<file path="src/rtl/writeback_arbiter.sv">
// Register-file write-port arbiter: load results take priority and ALU results wait in a FIFO.
// It also keeps per-register pending counters. Define WB_BYPASS_EN to forward the registered write to the query ports.
module writeback_arbiter #(
    parameter int DEPTH = 4,
    parameter int PCW   = 3
) (
    input  logic        clk,
    input  logic        reset,
    input  logic        aluValid,
    input  logic [4:0]  aluReg,
    input  logic [31:0] aluData,
    output logic        aluReady,
    input  logic        memValid,
    input  logic [4:0]  memReg,
    input  logic [31:0] memData,
    input  logic        issueValid,
    input  logic [4:0]  issueReg,
    output logic        issueReady,
    input  logic [4:0]  queryReg1,
    input  logic [4:0]  queryReg2,
    output logic        busy1,
    output logic        busy2,
    output logic        bypassValid1,
    output logic        bypassValid2,
    output logic [31:0] bypassData1,
    output logic [31:0] bypassData2,
    output logic        writeEnable,
    output logic [4:0]  writeReg,
    output logic [31:0] writeData
);
    localparam int AW = $clog2(DEPTH);
    localparam int CW = AW + 1;

    logic [4:0]     r_fifo_reg  [DEPTH];
    logic [31:0]    r_fifo_data [DEPTH];
    logic [AW-1:0]  r_wptr;
    logic [AW-1:0]  r_rptr;
    logic [CW-1:0]  r_count;
    logic [PCW-1:0] r_pend [32];

    logic        w_full;
    logic        w_empty;
    logic        w_push;
    logic        w_mem_sel;
    logic        w_pop;
    logic        w_wr_fire;
    logic [4:0]  w_wr_reg;
    logic [31:0] w_wr_data;
    logic        w_inc;
    logic [31:0] w_inc_vec;
    logic [31:0] w_dec_vec;

    assign w_full    = (r_count == CW'(DEPTH));
    assign w_empty   = (r_count == '0);
    assign aluReady  = !w_full;
    assign w_push    = aluValid && !w_full && (aluReg != 5'd0);
    assign w_mem_sel = memValid && (memReg != 5'd0);
    assign w_pop     = !w_mem_sel && !w_empty;
    assign w_wr_fire = w_mem_sel || w_pop;
    assign w_wr_reg  = w_mem_sel ? memReg  : r_fifo_reg[r_rptr];
    assign w_wr_data = w_mem_sel ? memData : r_fifo_data[r_rptr];

    assign issueReady = (r_pend[issueReg] != {PCW{1'b1}});
    assign w_inc      = issueValid && issueReady && (issueReg != 5'd0);

    always_comb begin
        w_inc_vec = '0;
        w_dec_vec = '0;
        if (w_inc)
            w_inc_vec[issueReg] = 1'b1;
        if (w_wr_fire)
            w_dec_vec[w_wr_reg] = 1'b1;
    end

    // Entry storage needs no reset; validity is tracked by the pointers and count.
    always_ff @(posedge clk) begin
        if (w_push) begin
            r_fifo_reg[r_wptr]  <= aluReg;
            r_fifo_data[r_wptr] <= aluData;
        end
    end

    always_ff @(posedge clk or posedge reset) begin
        if (reset) begin
            r_wptr  <= '0;
            r_rptr  <= '0;
            r_count <= '0;
        end else begin
            if (w_push)
                r_wptr <= r_wptr + 1'b1;
            if (w_pop)
                r_rptr <= r_rptr + 1'b1;
            case ({w_push, w_pop})
                2'b10:   r_count <= r_count + 1'b1;
                2'b01:   r_count <= r_count - 1'b1;
                default: r_count <= r_count;
            endcase
        end
    end

    always_ff @(posedge clk or posedge reset) begin
        if (reset) begin
            writeEnable <= 1'b0;
            writeReg    <= '0;
            writeData   <= '0;
        end else begin
            writeEnable <= w_wr_fire;
            if (w_wr_fire) begin
                writeReg  <= w_wr_reg;
                writeData <= w_wr_data;
            end
        end
    end

    // A retire at a zero count is a protocol error; the counter saturates at 0.
    always_ff @(posedge clk or posedge reset) begin
        if (reset) begin
            for (int i = 0; i < 32; i++)
                r_pend[i] <= '0;
        end else begin
            for (int i = 1; i < 32; i++) begin
                if (w_inc_vec[i] && !w_dec_vec[i])
                    r_pend[i] <= r_pend[i] + 1'b1;
                else if (w_dec_vec[i] && !w_inc_vec[i] && (r_pend[i] != '0))
                    r_pend[i] <= r_pend[i] - 1'b1;
            end
        end
    end

    // The counter drops on the same edge that raises writeEnable, so busy is already clear
    // when a bypassed write retires the last pending count.
    assign busy1 = (queryReg1 != 5'd0) && (r_pend[queryReg1] != '0);
    assign busy2 = (queryReg2 != 5'd0) && (r_pend[queryReg2] != '0);

`ifdef WB_BYPASS_EN
    assign bypassValid1 = writeEnable && (writeReg == queryReg1) && (queryReg1 != 5'd0);
    assign bypassValid2 = writeEnable && (writeReg == queryReg2) && (queryReg2 != 5'd0);
    assign bypassData1  = writeData;
    assign bypassData2  = writeData;
`else
    assign bypassValid1 = 1'b0;
    assign bypassValid2 = 1'b0;
    assign bypassData1  = '0;
    assign bypassData2  = '0;
`endif

endmodule

</file>
<file path="config.mk">
export PLATFORM = sky130hd
export DESIGN_NAME = writeback_arbiter
export DESIGN_NICKNAME = d
export VERILOG_FILES = /design/src/rtl/writeback_arbiter.sv
export SDC_FILE = /design/constraint.sdc
export NUM_CORES = 1
export LEC_CHECK = 0
export BUFFER_PORTS_ARGS = -buffer_cell sky130_fd_sc_hd__buf_2
export CAP_MARGIN = 20
export CORE_MARGIN = 2
export CORE_UTILIZATION = 48
export CTS_CLUSTER_DIAMETER = 80
export DETAILED_ROUTE_END_ITERATION = 8
export HOLD_SLACK_MARGIN = 0.12
export MAX_ROUTING_LAYER = met4
export PLACE_DENSITY = 0.74
export SETUP_SLACK_MARGIN = 0.02
export SYNTH_ARGS = -nofsm -noshare
export SYNTH_HDL_FRONTEND = slang
export SYNTH_SLANG_ARGS = --single-unit
</file>
<file path="constraint.sdc">
create_clock -name clk -period 3.9 [get_ports clk]
set_input_delay 0.195 -clock clk [delete_from_list [all_inputs] [get_ports clk]]
set_output_delay 0.195 -clock clk [all_outputs]
set_load 0.01 [all_outputs]
</file>
==> results.py <==
metrics = {
    "worst_setup_path": {
        "worstPathRequired_ps": 4410,
        "setup.worst_path.start_class": "input port",
        "r2r_start": "r_rptr[0]",
        "crit_path_end_kind": "flip-flop",
        "crit_type": "in2reg",
        "path_max_fanout": 10,
        "crit_arrival_ps": 4200,
        "cp-startpoint": "memReg[1]",
    },
    "cts": {
        "clockRootBuffer": "clkbuf_16",
        "numCtsBuffers": 31,
        "clk_latency_ps": 590,
        "cts.sinks": 286,
        "cts_buffer_depth": 3,
        "cts_hold_buf": 72,
        "htreeDepth": 1,
        "path_clk_slew_ps": 60,
        "post_cts_resized": 0,
        "cts_tree": "done",
        "post-cts-setup-buffers": 0,
    },
    "yosys": {
        "avgSynthCellArea_sq_um": 11.9,
        "netlist_area_sq_mm": 0.0159,
        "synth_edf_count": 148,
        "synth_common_cells": "edfxtp_1 (148), dfrtp_1 (138), mux2i_1 (111)",
        "syn_inst": 1337,
        "yosysTopAreaCell": "edfxtp_1",
        "synth_area_leaders": "edfxtp_1 (28%), dfrtp_1 (22%), mux4_2 (7.8%)",
        "ys.flop_type": "edfxtp_1",
        "netlist.area_leader.share": 0.279,
        "yosys_warnings": 3,
        "ys_ff_latch": 286,
        "seq_area_frac_synth": 0.496,
        "yosys.cell_count.top_type": "edfxtp_1",
        "synthArstFlopShare": 0.483,
        "yosysUniqueCellTypes": 70,
    },
    "finish": {
        "syn2layout_area_growth_pct": 18.1,
        "seqCellArea_sq_mm": 0.00790,
        "fillers": 2594,
        "final_cell_area_sq_mm": 0.0188,
        "top_register": "r_fifo_data",
        "drive_above_1_share": 0.221,
        "reg.largest.list": "r_fifo_data (128), r_pend (93), writeData (32)",
        "finish.net_count": 1706,
        "multi_input_area_sq_mm": 0.00717,
        "layout.cells.non_filler": 2048,
        "largest_reg_flops": 128,
        "fin_util": 0.576,
    },
    "worst_hold_path": {
        "hp-class": "in2reg",
        "hold_start": "memReg[3]",
    },
    "floorplan": {
        "die_x_um": 186,
        "start_util": 0.488,
        "num_rows": 66,
        "io_pins": 202,
        "design.core.area_sq_mm": 0.0326,
        "die_y_um": 186,
        "dieArea_sq_mm": 0.0346,
    },
    "grt": {
        "grt_start_max_net_pins": 69,
        "grt_pass1_vias": 12200,
        "grt_usage": 0.261,
        "grt_first_pass_wirelength_um": 67300,
        "antenna_found_initial": 6,
        "grt_overflow": 0,
    },
    "run_status": {
        "status": "finished, final reports clean",
    },
    "place": {
        "port_buffers": 135,
        "dp_cells": 1912,
        "hpwlAfterDp_um": 29600,
        "dpl_cell_area_sq_mm": 0.0171,
        "gp_congestion": 0.982,
    },
    "timing": {
        "fin_crit_ps": 3690,
        "finClkSkew_ps": 14.7,
        "hold_viol": 0,
        "worst_pin_slew_ps": 1080,
        "fin_tns_setup_ps": 0,
        "rsz0062_at_grt": "no",
        "maxSlewViolCount": 0,
        "setup_viol": 0,
        "relSlewSlack": 0.282,
        "fmax_ghz": 0.271,
        "period_share": 0.945,
    },
    "drt": {
        "drt_iter0_drc": 1057,
        "drt-total-wl_um": 43100,
        "route.vias.total": 11900,
        "vias_per_cell": 5.83,
        "dr.pass1.iters": 5,
        "drt-wirelength-per-cell_um": 21.1,
        "detail-route-antenna-nets": 0,
        "detail_route.drc_violations": 0,
    },
    "power_and_ir_drop": {
        "max-vdd-ir-drop_mv": 0.458,
        "leakagePower_nw": 7.55,
        "p_per_area_mw_per_mm2": 671,
    },
    "flow_run": {
        "max_cap_viol_count": 0,
    },
}
==> placed cells by master, fill, tap and decap left out, types with 8 or more instances in the layout <==
| cell type | n |
|---|---|
| edfxtp_1 | 148 |
| dfrtp_1 | 137 |
| buf_2 | 135 |
| mux2i_1 | 111 |
| nand2_1 | 87 |
| o21ai_0 | 85 |
| dlygate4sd3_1 | 72 |
| inv_1 | 67 |
| conb_1 | 66 |
| nor3_1 | 64 |
| nor2_1 | 61 |
| buf_4 | 59 |
| mux4_2 | 55 |
| a21oi_1 | 51 |
| nand3_1 | 40 |
| fa_1 | 32 |
| clkbuf_16 | 31 |
| mux2_2 | 24 |
| o22ai_1 | 16 |
| nand4_1 | 16 |
| nor4_1 | 13 |
| nor3b_1 | 12 |
| o21a_1 | 12 |
| a22oi_1 | 10 |
| or3_1 | 10 |
| a22o_1 | 10 |
| a211o_1 | 9 |
| a211oi_1 | 9 |
| a21o_1 | 8 |
| nand2b_1 | 8 |
==> metal layers <==
metal	routed length (um)	part of all wire	GRT usage	vias up
li1	-	-	-	5343
met3	3520	0.082	0.0503	102
met5	0	0	-	-
met2	21100	0.49	0.435	540
met4	1630	0.038	0.0879	0
met1	16900	0.39	0.319	5953
==> worst paths after layout <==
| check | to | slack (ps) | depth (start not counted) |
|---|---|---|---|
| max in group asynchronous | r_pend[6] | 2540 | 4 |
| hold reg to reg | r_pend[41] | 510 | 1 |
| hold / removal | writeReg[3] | 140 | 3 |
| setup / recovery | r_pend[44] | 210 | 13 |
| min in group asynchronous | writeData[19] | 340 | 3 |
| setup reg to reg | r_pend[44] | 350 | 10 |
==> metrics by stage <==
step | setup WS, ps | hold slack, ps | power (mW)
2_1_floorplan | 547 | 294 | 8.07
3_3_place_gp | 166 | 376 | 9.43
3_5_place_dp | 62.4 | 393 | 9.61
4_1_cts | 263 | 124 | 12.6
5_1_grt | 61.9 | 157 | 13.3
6_report | 214 | 138 | 12.6
==> cell families (layout without fill, tap and decap cells) <==
group	Yosys count	count (layout)	synth area share
buffers and inverters	198	396	0.0695
adder cells (fa/ha/maj)	37	37	0.0442
XOR/XNOR	12	12	0.00660
other	1	72	0.000236
AND/OR/NAND/NOR	358	358	0.115
flip-flops	286	286	0.496
multiplexers	191	191	0.166
AO/OA/AOI/OAI	254	254	0.103
==> layout make-up <==
type	instances	share of cell area
clock buffers	41	0.0449
diodes	6	0.000799
multi-input cells	918	0.381
flip-flops and latches	286	0.420
inverters	69	0.0140
clock inverters	17	0.00825
repair buffers	269	0.101
well taps	442	0.0294
==> report_power, final <==
group	switching, mW	internal (mW)
sequential	0.959	4.16
combinational	2.51	2.10
clock	1.29	1.61
total	4.75	7.87
==> critical path, stage by stage <==
cell           delay (ps)
dlygate4sd3_1         560
buf_2                 140
or4_4                 550
o21ai_4               250
mux2i_1               220
buf_4                 190
nand2b_1              460
nor2_1                120
or3_1                 430
fa_1                  480
nor4_1                350
a2bb2oi_1             120
mux2i_1               140
No activity file was read; power rests on OpenSTA's default activity.
